<file path="config.mk">
export PLATFORM = sky130hd
export DESIGN_NAME = lmsm_sequencer
export DESIGN_NICKNAME = d
export VERILOG_FILES = /design/src/rtl/lmsm_sequencer.sv
export SDC_FILE = /design/constraint.sdc
export NUM_CORES = 1
export LEC_CHECK = 0
export ABC_AREA = 0
export CELL_PAD_IN_SITES_DETAIL_PLACEMENT = 1
export CELL_PAD_IN_SITES_GLOBAL_PLACEMENT = 2
export CORE_MARGIN = 3
export CORE_UTILIZATION = 31
export DETAILED_ROUTE_END_ITERATION = 10
export PLACE_DENSITY_LB_ADDON = 0.1
export SYNTH_ARGS = -nofsm -noshare
export SYNTH_HDL_FRONTEND = slang
export SYNTH_SLANG_ARGS = --single-unit
</file>
<file path="constraint.sdc">
create_clock -name clk -period 5.22 [get_ports clk]
set_clock_uncertainty 0.1 [all_clocks]
set_input_delay 0.783 -clock clk [delete_from_list [all_inputs] [get_ports clk]]
set_output_delay 0.783 -clock clk [all_outputs]
set_load 0.01 [all_outputs]
</file>
<file path="src/rtl/lmsm_sequencer.sv">
// lmsm_sequencer: expands LM/SM into one-hot single-register micro-ops, passes everything else through with one cycle of latency.
module lmsm_sequencer #(
  parameter int LIST_W = 8,
  parameter int IDX_W = 3,
  parameter int OFF_W = 16,
  parameter logic [3:0] OP_LM = 4'b0110,
  parameter logic [3:0] OP_SM = 4'b0111
) (
  input  logic clk,
  input  logic reset,
  input  logic [15:0] ir_in,
  input  logic [15:0] pc_in,
  input  logic valid_in,
  input  logic hold,
  output logic stall_fetch,
  output logic [15:0] ir_out,
  output logic [15:0] pc_out,
  output logic valid_out,
  output logic [IDX_W-1:0] reg_sel,
  output logic [OFF_W-1:0] mem_offset,
  output logic mem_en,
  output logic is_load,
  output logic uop_first,
  output logic uop_last,
  output logic busy
);
  typedef enum logic {IDLE, RUN} state_t;
  state_t state;
  logic [LIST_W-1:0] mask, src, low_bit, rest;
  logic [IDX_W-1:0] low_idx;
  logic accept, is_mem;
  assign busy = state == RUN;
  assign stall_fetch = hold | busy;
  assign accept = valid_in & ~stall_fetch;
  assign is_mem = (ir_in[15:12] == OP_LM || ir_in[15:12] == OP_SM) && |ir_in[LIST_W-1:0];
  assign src = busy ? mask : ir_in[LIST_W-1:0];
  always_comb begin
    low_idx = '0;
    for (int i = LIST_W - 1; i >= 0; i--)
      if (src[i]) low_idx = IDX_W'(i);
  end
  assign low_bit = LIST_W'(1) << low_idx;
  assign rest = src & ~low_bit;
  // Upper IR bits and PC stay in the output registers across a sequence, so no separate latch is needed.
  always_ff @(posedge clk or posedge reset) begin
    if (reset) begin
      state <= IDLE;
      mask <= '0;
      ir_out <= '0;
      pc_out <= '0;
      valid_out <= 1'b0;
      reg_sel <= '0;
      mem_offset <= '0;
      mem_en <= 1'b0;
      is_load <= 1'b0;
      uop_first <= 1'b0;
      uop_last <= 1'b0;
    end else if (!hold) begin
      if (busy) begin
        ir_out <= {ir_out[15:LIST_W], low_bit};
        reg_sel <= low_idx;
        mem_offset <= mem_offset + OFF_W'(1);
        uop_first <= 1'b0;
        uop_last <= rest == '0;
        valid_out <= 1'b1;
        mem_en <= 1'b1;
        mask <= rest;
        state <= rest == '0 ? IDLE : RUN;
      end else if (accept) begin
        ir_out <= is_mem ? {ir_in[15:LIST_W], low_bit} : ir_in;
        pc_out <= pc_in;
        valid_out <= 1'b1;
        reg_sel <= is_mem ? low_idx : '0;
        mem_offset <= '0;
        mem_en <= is_mem;
        is_load <= is_mem && ir_in[15:12] == OP_LM;
        uop_first <= 1'b1;
        uop_last <= !is_mem || rest == '0;
        mask <= is_mem ? rest : '0;
        state <= is_mem && rest != '0 ? RUN : IDLE;
      end else begin
        valid_out <= 1'b0;
        mem_en <= 1'b0;
      end
    end
  end
endmodule

</file>
After elaboration in Yosys (flattened, before gate mapping)
Cells that the tools add are included.
{"block": "word_totals", "ramBits": 0, "word_cells": 67, "n_memories": 0, "ff_bits": 65, "rom_bits": 0, "output_inout_bits": 58, "latchBits": 0}
{"block": "op_classes", "div": 0, "n_mux": 32, "reduce_logical": 12, "n_mul": 0, "eq_ne": 2, "add_sub_neg": 1, "n_lt_le_gt_ge": 0, "n_shift": 1, "bitwise_logic": 7}
{"cell": "$mux 8", "n": 7}
{"cell": "$mux 3", "n": 11}
{"cell": "$mux 16", "n": 2}
{"cell": "$add 16x1->16 const B", "n": 1}
{"cell": "$mux 1", "n": 12}
{"cell": "$and 8x8->8", "n": 1}
{"cell": "$eq 4x3->1 const B", "n": 2}
{"cell": "$logic_not 8->1", "n": 1}
{"cell": "$not 8->8", "n": 1}
{"cell": "$reduce_bool 8->1", "n": 1}
{"cell": "$reduce_or 8->1", "n": 1}
{"cell": "$shl 1x3->8 const A", "n": 1}
{"cell": "$logic_and 1x1->1", "n": 3}
{"cell": "$not 1->1", "n": 3}
{"cell": "$reduce_and 3->1", "n": 1}
{"cell": "$logic_or 1x1->1", "n": 2}
{"cell": "$reduce_and 2->1", "n": 1}
{"cell": "$reduce_bool 2->1", "n": 1}
{"cell": "$and 1x1->1", "n": 1}
{"cell": "$logic_not 1->1", "n": 1}
{"cell": "$or 1x1->1", "n": 1}

Longest topological paths before layout
Gate-level depths: netlist (run 1).
{"block": "logic_depth", "depth_word": 17, "ltp_mapped": 9, "depth_no_buf": 6}

Least setup slack after synthesis (run 1)
Ideal clock, no wire load.
{"block": "synth_timing", "path_type": "input-to-reg", "startpoint": "in ir_in[4]", "endpoint": "reg mask[3]", "path_stages": 6, "t_required_ns": 4.998, "path_slack_ns": 2.704, "t_arrival_ns": 2.294, "setup_ns": 0.122, "path_cell_list": "or3_1 > a222oi_1 > a221o_2 > nand4_2 > a21o_1 > a32o_1"}
{"block": "synth_between", "elab_chain_len": 12, "word_cells_on_any_way": 14, "cone_classes": "1 x shift; 9 x mux; 2 x bitwise; 2 x reduce/logical"}
{"item": "from (decl)", "line": "11", "source": "input logic [15:0] ir_in,"}
{"item": "$mux 8", "line": "36", "source": "assign src = busy ? mask : ir_in[LIST_W-1:0];"}
{"item": "$mux 3 (5 in series)", "line": "40", "source": "if (src[i]) low_idx = IDX_W'(i);"}
{"item": "$shl 1x3->8", "line": "42", "source": "assign low_bit = LIST_W'(1) << low_idx;"}
{"item": "$not 8->8", "line": "43", "source": "assign rest = src & ~low_bit;"}
{"item": "$and 8x8->8", "line": "43"}
{"item": "$mux 8", "line": "79", "source": "mask <= is_mem ? rest : '0;"}
{"item": "$mux 8", "line": "69", "source": "end else if (accept) begin"}
{"item": "$mux 8 (*)", "line": "59", "source": "if (busy) begin"}
{"item": "to (signal assigned)", "line": "67", "source": "mask <= rest;"}
{"item": "to (signal assigned)", "line": "79"}
{"item": "to (decl)", "line": "29", "source": "logic [LIST_W-1:0] mask, src, low_bit, rest;"}
Mark *: on every way between the ends. The rest lies on a longest branch, timed or not. The select of a mux whose other input is x is not followed.
A chain may end at the register's enable or synchronous reset.

Worst setup path in the final report (run 1)
{"block": "layout_timing", "startpoint": "in ir_in[7]", "endpoint": "reg ir_out[6]"}
{"block": "layout_between", "elab_chain_len": 13, "word_cells_on_any_way": 15, "cone_classes": "1 x shift; 12 x mux; 2 x reduce/logical"}
{"item": "$mux 8", "line": "36"}
{"item": "$mux 3 (8 in series)", "line": "40"}
{"item": "$shl 1x3->8", "line": "42"}
{"item": "$mux 8", "line": "70", "source": "ir_out <= is_mem ? {ir_in[15:LIST_W], low_bit} : ir_in;"}
{"item": "$mux 8", "line": "69"}
{"item": "$mux 8 (*)", "line": "59"}
{"item": "to (signal assigned)", "line": "60", "source": "ir_out <= {ir_out[15:LIST_W], low_bit};"}
{"item": "to (signal assigned)", "line": "70"}
{"item": "to (decl)", "line": "16", "source": "output logic [15:0] ir_out,"}
Marks and branches as above.

==> results of run 1 <==
## through the flow
| step | instance area [um^2] | setup slack [ns] | hold WS (ns) | util |
|---|---|---|---|---|
| 2_1_floorplan | 3110 | 2.70 | 0.380 | - |
| 3_3_place_gp | 4180 | 1.68 | 0.358 | 0.440 |
| 3_5_place_dp | 4180 | 1.72 | 0.367 | 0.440 |
| 4_1_cts | 4430 | 2.06 | 0.386 | 0.466 |
| 5_1_grt | 4430 | 1.78 | 0.403 | 0.466 |
| 6_report | 4430 | 2.02 | 0.381 | 0.466 |
## worst register-to-register path: stages, from the launching register on
cell and delay, ns:
dfrtp_1 0.80, buf_4 0.37, o21ba_1 0.61, nand3_1 0.25, nor3_1 0.47, nand3_1 0.16, xor2_1 0.17, nor2_1 0.05
## kinds of logic (layout without fill, tap and decap cells)
family / Yosys count / in the layout / synth area share
simple gates: 109 / 109 / 0.171
flops: 65 / 65 / 0.523
compound gates: 57 / 57 / 0.135
mux: 31 / 31 / 0.110
buf+inv: 17 / 116 / 0.0237
xor+xnor: 12 / 12 / 0.0338
fa+ha+maj: 1 / 1 / 0.00402
## cells in the final DEF, fill, tap and decap left out, types with 2 or more instances in the layout
cell             Yosys  routed
a211oi_1             2       2
clkdlybuf4s50_1      0      93
nor2_1              31      30
nor4_1               2       2
mux2_2              26      26
nor3_1               7       7
o21ai_0             10      10
or3_1                6       6
xnor2_1              2       2
dfrtp_1             65      65
clkbuf_8             0       9
a32o_1               4       4
inv_1                3       2
a21oi_1              7       7
mux2i_1              5       5
a21o_1               3       3
o21a_1               6       6
nand4_1              4       4
a22o_1               2       2
o211ai_1             3       3
nand3_1              6       6
xor2_1              10      10
nor2b_1              4       4
o31ai_1              2       2
bufinv_16            0       3
nor3b_1              5       5
buf_4                0       4
or2_2                2       2
nand2_1             32      32
nand2b_1             3       3
## final cells by class
class	instances	area, um^2	area share
flip-flops and latches	65	1630	0.368
multi-input cells	210	1420	0.321
repair buffers	97	961	0.217
well taps	129	161	0.0365
clock buffers	10	128	0.0288
clock inverters	6	115	0.0260
inverters	3	11.3	0.00254
## metal layers
layer / track usage / up-vias
li1: - / 1234
met1: 0.226 / 1295
met2: 0.254 / 59
met3: 0.0437 / 4
met4: 0.0509 / 0
met5: 0 / -
## power breakdown
part           total (uW)  internal (uW)  switching (uW)
combinational        1020            554             463
sequential            810            678             132
clock                 525            320             204
total                2350           1550             799
## registers in the layout, summed over array words and instances, names as in the netlist
signal	count
mem_en	1
busy	1
mem_offset	16
mask	8
pc_out	16
valid_out	1
ir_out	16
is_load	1
reg_sel	3
uop_first	1
uop_last	1
## final timing paths
check                                                   to                  start  cells past startpoint
worst max-delay path                 ir_out[6]$_DFFE_PP0P_               ir_in[7]                      7
worst min-delay path                 ir_out[6]$_DFFE_PP0P_  ir_out[6]$_DFFE_PP0P_                      2
worst max register to register  mem_offset[14]$_DFFE_PP0P_       busy$_DFFE_PP0N_                      7
worst min register to register       ir_out[6]$_DFFE_PP0P_  ir_out[6]$_DFFE_PP0P_                      2
max in group asynchronous           pc_out[11]$_DFFE_PP0P_                  reset                      3
min in group asynchronous            pc_out[9]$_DFFE_PP0P_                  reset                      2
==> out/summary.txt, run 1 <==
uppermost layer routed - met4
CP max stage cell - nor2_1
Detailed Routing Iterations Pass 1 - 4
final net count - 423
Mapped Area - 3110 um^2
Crit path top cell by count - nor2_1
# resized after CTS - 0
Synth cell types - 56
Fin. Hold Viols - 0
fill count - 1,073
Avg Cell Area, Syn - 10.7 um^2
sequential share of the synthesized area - 0.523
overall power - 2350 uW
Initial Util - 0.327
syn_nets - 329
Syn Inst Count - 292
number of inserted diodes - 0
Min Clock Period, post-route - 3.20 ns
worst-path maximum fanout - 19
Async S/R FF share, synth - 1.00
clk_lat worst skew - 0.33 ns
Starting DRT DRC Count - 92
H-tree depth - 3
most frequent cell after synthesis - dfrtp_1
actual slew at the worst max-slew pin - 1.26 ns
critical path's top delay family - simple AND/OR/NAND/NOR gates
share of layout cells above drive strength 1 - 0.141
via count - 2,592
Slew HR - 0.158
clock sink total - 65
top-area cell type share of the netlist area - 0.523
first-pass GRT wire length - 14,600 um
I/O Buffers - 93
Post-DRT Antenna Nets - 0
RSZ-0062 raised after global routing - false
Final GP Congestion - 0.798
Final period util - 0.613
chip height - 106 um
CP Class - in -> reg
number of enable flip-flop cells after synthesis - 0
Synth Flop Type - dfrtp_1
Post-Route WL - 8880 um
worst path bufs/invs - 1
DR DRC count - 0
yosys warns - 0
pin count of the biggest net entering global routing - 37
initial antenna violation count - 0
startpoint types - primary input
CTS tree - done
Met2 Routed Length - 4070 um
CP endpoint kind - flop
die width - 106 um
Final Max Slew Viols - 0
Post CTS Setup Buffer Count - 0
clk buf depth - 2
all-layer global routing usage - 0.165
FF+latch count, synth - 65
Root Buffer Master - clkbuf_8
highest cell delay on the worst timing path - 0.96 ns
static leakage - 0.00184 uW
final setup vio count - 0
TNS Setup - 0 ns
highest clock rate - 313 MHz
Max Cap Viol - 0
Die Area - 11,300 um^2
Core Region - 9500 um^2
Vias/cell - 4.98
post-route insts no fill - 520
clock slew at reported path FFs - 0.06 ns
hold_buf cts - 0
WP data required - 5.31 ns
biggest area consumer among synthesized cells - dfrtp_1
io pins - 94
worst reg-to-reg setup slack - 2.09 ns
Arr. time, crit path - 3.29 ns
Final HPWL DP - 6420 um
status - complete, no violations
Synth area leaders - dfrtp_1, mux2_2, nand2_1
mean routed wirelength per cell - 17.1 um
gr ovfl total - 0
met3 WL - 530 um
Syn-to-layout area delta - 42.2%
Peak VDD IR - 0.236 mV
vias in the first global route - 2,782
critical path, cell by cell - clkdlybuf4s50_1 -> nor4_1 -> a211oi_1 -> nor2_1 -> nor2_1 -> a21oi_1 -> o21ai_0
Core Rows - 35
commonest cells in the netlist - dfrtp_1, nand2_1, nor2_1
Post-Route M1 WL - 4240 um
Placed Cells - 504
power per cell area - 531 nW/um^2
Hold Crit Class - reg -> reg
total CTS buffers - 9
Power figures use the tool's default switching activity.
==> run 2: changes to the inputs <==
--- a/config.mk
+++ b/config.mk
@@ -9,7 +9,7 @@
 export CELL_PAD_IN_SITES_DETAIL_PLACEMENT = 1
 export CELL_PAD_IN_SITES_GLOBAL_PLACEMENT = 2
 export CORE_MARGIN = 3
-export CORE_UTILIZATION = 31
+export CORE_UTILIZATION = 26
 export DETAILED_ROUTE_END_ITERATION = 10
 export PLACE_DENSITY_LB_ADDON = 0.1
 export SYNTH_ARGS = -nofsm -noshare
==> constraint.sdc (replaced) <==
create_clock -name clk -period 2.85 [get_ports clk]
set_clock_uncertainty 0.1 [all_clocks]
set_input_delay 0.4275 -clock clk [delete_from_list [all_inputs] [get_ports clk]]
set_output_delay 0.4275 -clock clk [all_outputs]
set_load 0.01 [all_outputs]
==> run 2 against run 1 <==
Effect of this change: clock power is 110% higher; first-iteration DRC count is 29% higher; power is 96% higher; flip-flop and latch count stayed put; routed wire length is 6.7% higher; worst setup slack worse by 1.8 ns; die area is 18% higher; cell count is 5.6% higher; register-to-register slack worse by 1.8 ns; via count is 3.3% higher.
==> out/summary.txt, run 2 (synthesis gave the netlist of run 1 again) <==
R2R cell count - 7
startpoint types - flop
power per cell area - 990 nW/um^2
H-tree depth - 3
via count - 2,678
chip height - 115 um
commonest cells after routing, fill and taps aside - clkdlybuf4s50_1, dfrtp_1, nand2_1
Hold Crit Class - in -> async
total CTS buffers - 9
Slew HR - 0.609
CP endpoint kind - flop
Post-Route WL - 9470 um
Die Area - 13,300 um^2
CTS tree - done
hold_buf cts - 0
vias in the first global route - 2,856
Arr. time, crit path - 2.69 ns
Final HPWL DP - 6930 um
Final period util - 0.907
Post-DRT Antenna Nets - 0
first-pass GRT wire length - 15,400 um
die width - 115 um
dpl ws - 0.0698 ns
Detailed Routing Iterations Pass 1 - 4
mean routed wirelength per cell - 17.2 um
CP Class - reg -> reg
top flop regs - ir_out: 16 flops, mem_offset: 16 flops, pc_out: 16 flops
Core Region - 11,600 um^2
Starting DRT DRC Count - 119
Final WS setup - 0.264 ns
Syn-to-layout area delta - 49.7%
Root Buffer Master - clkbuf_16
number of inserted diodes - 0
status - complete, no violations
Post-DP Area - 4350 um^2
all-layer global routing usage - 0.149
clock slew at reported path FFs - 0.06 ns
Peak VDD IR - 0.408 mV
DR DRC count - 0
io pins - 94
# resized after CTS - 0
actual slew at the worst max-slew pin - 0.586 ns
share of layout cells above drive strength 1 - 0.175
highest clock rate - 387 MHz
R2R Path End - busy$_DFFE_PP0N_
RSZ-0062 raised after global routing - false
initial antenna violation count - 0
Min Clock Period, post-route - 2.59 ns
clk buf depth - 2
Final Max Slew Viols - 0
TNS Setup - 0 ns
I/O Buffers - 93
clk_lat worst skew - 0.33 ns
final net count - 438
worst reg-to-reg setup slack - 0.26 ns
most common library cell in the layout ignoring fill and taps - clkdlybuf4s50_1
Max Cap Viol - 0
Fin. Hold Viols - 0
pin count of the biggest net entering global routing - 40
FF-to-FF Start - busy$_DFFE_PP0N_
final setup vio count - 0
clock sink total - 65
worst-path maximum fanout - 11
Post CTS Setup Buffer Count - 0
Final GP Congestion - 0.890
static leakage - 0.00195 uW
fin util - 0.403
Layout Cell Area excl Fill - 4660 um^2
WP data required - 2.96 ns
gr ovfl total - 0
Vias/cell - 4.88
Initial Util - 0.269
Core Rows - 39
## run 2: cell count changes in the layout (fill, tap and decap cells not counted), sizes merged
cell | before | now
buf | 4 | 19
bufinv | 3 | 1
clkinv | 1 | 3
clkinvlp | 1 | 2
inv | 4 | 3
## run 2: how the worst max path moves through the flow
stage / from / endpoint / cells after the start
final: busy$_DFFE_PP0N_ / busy$_DFFE_PP0N_ / 7
after global routing: busy$_DFFE_PP0N_ / busy$_DFFE_PP0N_ / 7
after CTS: busy$_DFFE_PP0N_ / busy$_DFFE_PP0N_ / 7
after detailed placement: ir_in[4] / mask[3]$_DFFE_PP0P_ / 7
after global placement: ir_in[5] / ir_out[5]$_DFFE_PP0P_ / 8
after floorplan: busy$_DFFE_PP0N_ / mask[3]$_DFFE_PP0P_ / 7
## run 2: metrics by stage
| stage | std cells | hold WS, ns | total power [uW] |
|---|---|---|---|
| after floorplan | 292 | 0.380 | 2480 |
| after global placement | 533 | 0.361 | 3520 |
| after detailed placement | 533 | 0.373 | 3530 |
| after CTS | 549 | 0.385 | 4680 |
| after global routing | 549 | 0.402 | 4920 |
| final | 549 | 0.375 | 4610 |
## run 2: cell type report
type / count / area (um^2)
fillers: 1290 / 6910
clock inverters: 6 / 67.6
repair buffers: 112 / 1110
well taps: 143 / 179
inverters: 3 / 11.3
multi-input cells: 210 / 1420
clock buffers: 10 / 239
flip-flops and latches: 65 / 1630
## run 2: worst max-delay path, cell delays in order, from the launching register on
cell and delay [ns]:
dfrtp_1 0.56, buf_4 0.23, nor3b_1 0.32, o22ai_1 0.22, or3_1 0.48, a22oi_1 0.19, a21oi_1 0.11, a211o_1 0.27
## run 2: power by group
| part | leakage, uW | internal [uW] | switching [uW] |
|---|---|---|---|
| combinational | 0.000988 | 1110 | 903 |
| clock | 0.000145 | 702 | 423 |
| sequential | 0.000820 | 1250 | 230 |
| total | 0.00195 | 3050 | 1560 |
## run 2: routing by layer
metal,track usage,up-vias,share of wire
met5,0,-,0
met4,0.0626,0,0.020
met3,0.0353,14,0.054
met2,0.228,72,0.45
met1,0.201,1323,0.47
li1,-,1269,-
